**config.mk**
```make
export PLATFORM = sky130hd
export DESIGN_NAME = alu_issue_ctrl
export DESIGN_NICKNAME = d
export VERILOG_FILES = /design/src/rtl/alu_issue_ctrl.sv
export SDC_FILE = /design/constraint.sdc
export NUM_CORES = 1
export LEC_CHECK = 0
export CAP_MARGIN = 20
export CORE_UTILIZATION = 30
export CTS_BUF_LIST = sky130_fd_sc_hd__clkbuf_4 sky130_fd_sc_hd__clkbuf_8
export CTS_CLUSTER_DIAMETER = 150
export DETAILED_ROUTE_END_ITERATION = 8
export PLACE_DENSITY = 0.57
export SLEW_MARGIN = 10
export SYNTH_ARGS = -nofsm -noshare
export SYNTH_HDL_FRONTEND = slang
export SYNTH_SLANG_ARGS = --single-unit
```
**constraint.sdc**
```tcl
create_clock -name clk -period 5.6 [get_ports clk]
set_input_delay 0.56 -clock clk [delete_from_list [all_inputs] [get_ports clk]]
set_output_delay 0.56 -clock clk [all_outputs]
set_load 0.02 [all_outputs]
```
**src/rtl/alu_issue_ctrl.sv**
```systemverilog
// Issue controller between a command FIFO and an external combinational ALU.
// It accepts tagged commands, issues them in order, captures results and returns tagged responses.
`timescale 1ns/1ps
module alu_issue_ctrl #(
    parameter int DEPTH = 4,
    parameter int TAG_W = 4
) (
    input  logic              clk,
    input  logic              rst_n,
    input  logic              cmd_valid,
    output logic              cmd_ready,
    input  logic [31:0]       cmd_a,
    input  logic [31:0]       cmd_b,
    input  logic [3:0]        cmd_opcode,
    input  logic [TAG_W-1:0]  cmd_tag,
    output logic [31:0]       alu_a,
    output logic [31:0]       alu_b,
    output logic [3:0]        alu_opcode,
    input  logic [31:0]       alu_result,
    input  logic              alu_zero,
    input  logic              alu_sign,
    input  logic              alu_carry,
    input  logic              alu_overflow,
    output logic              rsp_valid,
    input  logic              rsp_ready,
    output logic [31:0]       rsp_result,
    output logic [3:0]        rsp_flags,
    output logic              rsp_err,
    output logic [TAG_W-1:0]  rsp_tag,
    input  logic              sticky_clr,
    output logic              sticky_carry,
    output logic              sticky_ovf,
    output logic [15:0]       op_count
);

    // state  | meaning
    // IDLE   | no command in flight, waiting for the FIFO to fill
    // ISSUE  | operands on alu_*, result captured at the end of this cycle
    // RESP   | response presented, waiting for rsp_ready
    typedef enum logic [1:0] {
        IDLE  = 2'd0,
        ISSUE = 2'd1,
        RESP  = 2'd2
    } state_t;

    localparam int PTR_W = $clog2(DEPTH);

    state_t state, state_nxt;

    logic [31:0]      fifo_a   [DEPTH];
    logic [31:0]      fifo_b   [DEPTH];
    logic [3:0]       fifo_op  [DEPTH];
    logic [TAG_W-1:0] fifo_tag [DEPTH];

    logic [PTR_W:0] wr_ptr, rd_ptr;
    logic           fifo_full, fifo_empty;
    logic           push, pop;
    logic           load_alu, load_err, capture;
    logic           head_legal;
    logic [31:0]    head_a, head_b;
    logic [3:0]     head_op;
    logic [TAG_W-1:0] head_tag;

    // Extra pointer MSB separates full from empty when the index bits match.
    assign fifo_empty = (wr_ptr == rd_ptr);
    assign fifo_full  = (wr_ptr[PTR_W] != rd_ptr[PTR_W]) &&
                        (wr_ptr[PTR_W-1:0] == rd_ptr[PTR_W-1:0]);
    assign cmd_ready  = !fifo_full;
    assign push       = cmd_valid && !fifo_full;

    assign head_a     = fifo_a[rd_ptr[PTR_W-1:0]];
    assign head_b     = fifo_b[rd_ptr[PTR_W-1:0]];
    assign head_op    = fifo_op[rd_ptr[PTR_W-1:0]];
    assign head_tag   = fifo_tag[rd_ptr[PTR_W-1:0]];
    assign head_legal = (head_op <= 4'd8);

    assign rsp_valid  = (state == RESP);

    always_comb begin
        state_nxt = state;
        pop       = 1'b0;
        load_alu  = 1'b0;
        load_err  = 1'b0;
        capture   = 1'b0;
        case (state)
            IDLE: begin
                if (!fifo_empty) begin
                    pop = 1'b1;
                    if (head_legal) begin
                        load_alu  = 1'b1;
                        state_nxt = ISSUE;
                    end else begin
                        load_err  = 1'b1;
                        state_nxt = RESP;
                    end
                end
            end
            ISSUE: begin
                capture   = 1'b1;
                state_nxt = RESP;
            end
            RESP: begin
                if (rsp_ready) begin
                    if (!fifo_empty) begin
                        pop = 1'b1;
                        if (head_legal) begin
                            load_alu  = 1'b1;
                            state_nxt = ISSUE;
                        end else begin
                            load_err  = 1'b1;
                            state_nxt = RESP;
                        end
                    end else begin
                        state_nxt = IDLE;
                    end
                end
            end
            default: state_nxt = IDLE;
        endcase
    end

    // Storage needs no reset: the pointers alone define what is valid.
    always_ff @(posedge clk) begin
        if (push) begin
            fifo_a[wr_ptr[PTR_W-1:0]]   <= cmd_a;
            fifo_b[wr_ptr[PTR_W-1:0]]   <= cmd_b;
            fifo_op[wr_ptr[PTR_W-1:0]]  <= cmd_opcode;
            fifo_tag[wr_ptr[PTR_W-1:0]] <= cmd_tag;
        end
    end

    always_ff @(posedge clk or negedge rst_n) begin
        if (!rst_n) begin
            state        <= IDLE;
            wr_ptr       <= '0;
            rd_ptr       <= '0;
            alu_a        <= '0;
            alu_b        <= '0;
            alu_opcode   <= '0;
            rsp_result   <= '0;
            rsp_flags    <= '0;
            rsp_err      <= 1'b0;
            rsp_tag      <= '0;
            sticky_carry <= 1'b0;
            sticky_ovf   <= 1'b0;
            op_count     <= '0;
        end else begin
            state <= state_nxt;
            if (push) wr_ptr <= wr_ptr + (PTR_W+1)'(1);
            if (pop)  rd_ptr <= rd_ptr + (PTR_W+1)'(1);
            if (pop)  rsp_tag <= head_tag;
            if (load_alu) begin
                alu_a      <= head_a;
                alu_b      <= head_b;
                alu_opcode <= head_op;
            end
            if (load_err) begin
                rsp_result <= '0;
                rsp_flags  <= '0;
                rsp_err    <= 1'b1;
            end
            if (capture) begin
                rsp_result <= alu_result;
                rsp_flags  <= {alu_zero, alu_sign, alu_carry, alu_overflow};
                rsp_err    <= 1'b0;
            end
            // A flag captured on the same edge as a clear still sets the bit.
            if (capture) begin
                sticky_carry <= (sticky_carry & ~sticky_clr) | alu_carry;
                sticky_ovf   <= (sticky_ovf & ~sticky_clr) | alu_overflow;
            end else if (sticky_clr) begin
                sticky_carry <= 1'b0;
                sticky_ovf   <= 1'b0;
            end
            if (rsp_valid && rsp_ready) op_count <= op_count + 16'd1;
        end
    end

endmodule
```
==> flow_summary.ini <==
[worst_setup_path]
cp_max_fo = 47
required_ps = 6100
cp.arrival_ps = 3960
path_buf_inv = 1
worstReg2RegStart = rd_ptr[0]
crit_slowest_cell = dfrtp_4
path_class = reg2reg
cp_top_family = flip-flops
cp-end-kind = flip-flop
reg2reg_slack_ps = 2140
rr_worst_depth = 5
cp_cell_sequence = xnor2_2, a311oi_4, nor2b_4, buf_12, mux2_2
r2r-end = alu_a[8]
startpoint_type = flip-flop
max_stage_delay_ps = 840

[place]
port_buffers = 241
dp_cells = 1695
routabilityCongestion = 0.749
place_hpwl_um = 20700

[cts]
cts_sinks = 423
hold_buffers = 0
ctsRootBufferMaster = clkbuf_8
cts_made_buffers = 76
clockBufferDepth = 3
cts_setup_buffers = 0
cts.repair.resized = 0
cts_max_level = 3
clk_latency_ps = 630
clk_pin_slew_ps = 60
cts_tree = built

[route]
vias = 8178
wl_met2_um = 16600
met3_length_um = 2820
met1Wirelength_um = 15100
postRouteAntennaNets = 0
top_layer_used = met5
routed_wl_um = 35300
drt_iter0_markers = 413
vias_per_cell = 4.45
route.detailed.drc = 0
dr.pass1.iters = 4
wl_per_cell_um = 19.2

[power]
p_sw_frac = 0.318
peakVddDrop_mv = 0.307
comb_power_share = 0.342
leakage_nw = 7.31
powerDensity_nw_per_um2 = 577
seqPwrFrac = 0.405
netSwitchingPower_mw = 3.77
p_int_mw = 8.09
clockPowerShare = 0.254

[finish]
layout_commonest_cell = edfxtp_1
final_cells = 1838
drive_gt1_frac = 0.245
syn_to_final_growth_pct = 30.7
fillers = 4774
nets = 1213
final_cell_mix = edfxtp_1 (288), clkdlybuf4s50_1 (240), dfrtp_1 (133), clkbuf_8 (82), nand2_1 (78)
antenna_cells = 0

[sta]
slew_viol_final = 0
clock_skew_ps = 29.0
final-setup-viol-count = 0
setup_tns_ps = 0
max_slew_margin = 0.367
tightest_slew_ps = 949
layout_min_cycle_time_ps = 3460
rsz0062_at_grt = false
max_freq_ghz = 0.289
finalHoldViolCount = 0
post-route-period-util = 0.617

[yosys]
synth_ff_type = edfxtp_1
syn_avg_cell_area_um2 = 19.7
yosysUniqueCellTypes = 36
synth-xor-area-share = 0.0133
synth_mux_area_frac = 0.155
ys_warn_count = 0
synth_top_family_by_area = multiplexers
synthAdderAreaFrac = 0.00478
ys_ff_latch = 423
async_flop_share = 0.319
synth_nets = 919
yosysSeqAreaShare = 0.765
synth_compound_area_frac = 0.0166
synth_area_um2 = 15700
yosys.area_share.simple = 0.0306
synth_edf_count = 288
syn_inst = 800

[worst_hold_path]
hold_path.class = in2async

[floorplanning]
core_area_um2 = 51500
die_w_um = 231
die_y_um = 231
start_util = 0.305
std_cell_rows = 83
io_pins = 242
die-area_um2 = 53300

[status]
status = finished clean

[flow_run]
maxCapViolations = 0

[grt]
grt_pass1_vias = 8985
grt_usage = 0.135
grt_first_pass_wirelength_um = 53600
antenna_found_initial = 4
overflow = 0
grt_max_degree = 81
[cell type report]
class                           count  area, um2  share of cell area
Clock buffer                      112       1350              0.0659
Clock inverter                     30        249              0.0121
Inverter                            9       33.8             0.00164
Multi-Input combinational cell    331       3490               0.170
Sequential cell                   423      12000               0.586
Tap cell                          680        851              0.0414
Timing Repair Buffer              253       2540               0.123
[worst max-delay path by stage]
stage / startpoint / endpoint / slack, ps / cells after the start
2_1_floorplan: rd_ptr[0] / fifo_a[3][0] / 2260 / 4
3_3_place_gp: rd_ptr[0] / alu_b[1] / 2010 / 5
3_5_place_dp: rd_ptr[0] / alu_a[8] / 1980 / 5
4_1_cts: rd_ptr[0] / alu_a[8] / 1970 / 5
5_1_grt: rd_ptr[0] / alu_a[8] / 1790 / 5
6_report: rd_ptr[0] / alu_a[8] / 2140 / 5
[layer usage]
metal / track usage / vias to the layer above
met2: 0.214 / 271
li1: - / 3683
met4: 0.0524 / 6
met5: 0 / -
met3: 0.0480 / 61
met1: 0.169 / 4157
[sequential cells by signal, indices dropped and copies added, names as in the netlist]
signal / cells
rd_ptr: 3
fifo_b: 128
op_count: 16
alu_a: 32
alu_b: 32
rsp_tag: 4
alu_opcode: 4
rsp_err: 1
sticky_ovf: 1
fifo_op: 16
fifo_a: 128
wr_ptr: 3
rsp_result: 32
state: 2
fifo_tag: 16
sticky_carry: 1
rsp_flags: 4
[metrics by stage]
step | setup WS [ps] | total power [mW] | utilization | area, um2 | hold slack [ps]
after floorplan | 2260 | 7.35 | - | 15700 | 264
after global placement | 2010 | 8.94 | 0.367 | 18900 | 458
after detailed placement | 1980 | 9.01 | 0.367 | 18900 | 476
after CTS | 1970 | 12.1 | 0.398 | 20500 | 6.22
after global routing | 1790 | 12.6 | 0.399 | 20500 | 56.1
final | 2140 | 11.9 | 0.399 | 20500 | 13.2
[worst reg2reg max path: stages (launching register included)]
cell and delay (ps):
dfrtp_4 840, xnor2_2 210, a311oi_4 680, nor2b_4 780
buf_12 380, mux2_2 440
[cells in the mapped netlist, types with 4 or more instances]
cell | n | area [um2]
and2_1 | 5 | 31.3
buf_4 | 8 | 60.1
clkbuf_1 | 22 | 82.6
dfrtp_1 | 135 | 3380
edfxtp_1 | 288 | 8650
ha_1 | 6 | 75.1
inv_1 | 9 | 33.8
mux2_1 | 10 | 113
mux2_2 | 63 | 709
mux4_2 | 72 | 1620
nand2_1 | 78 | 293
nand3_1 | 7 | 35.0
nor2_1 | 4 | 15.0
nor2b_1 | 4 | 25.0
nor3_1 | 4 | 20.0
o21ai_0 | 35 | 175
o21ai_1 | 5 | 25.0
xnor2_1 | 12 | 105
xor2_1 | 10 | 87.6
[power groups by stage]
stage | logic (mW) | registers (mW) | clock network, mW
after CTS | 4.15 | 4.83 | 3.12
after detailed placement | 4.14 | 4.88 | 0
after floorplan | 2.20 | 5.16 | 0
after global routing | 4.39 | 4.91 | 3.26
final | 4.05 | 4.80 | 3.01
after global placement | 4.09 | 4.85 | 0
[cell families after synthesis]
group | count (synthesis)
and+or+nand+nor | 111
muxes | 145
buffers and inverters | 46
xor gates and xnor gates | 23
adders and majority gates | 6
AOI/OAI and AO/OA | 46
DFF | 423
No activity file was read; power rests on OpenSTA's default activity.
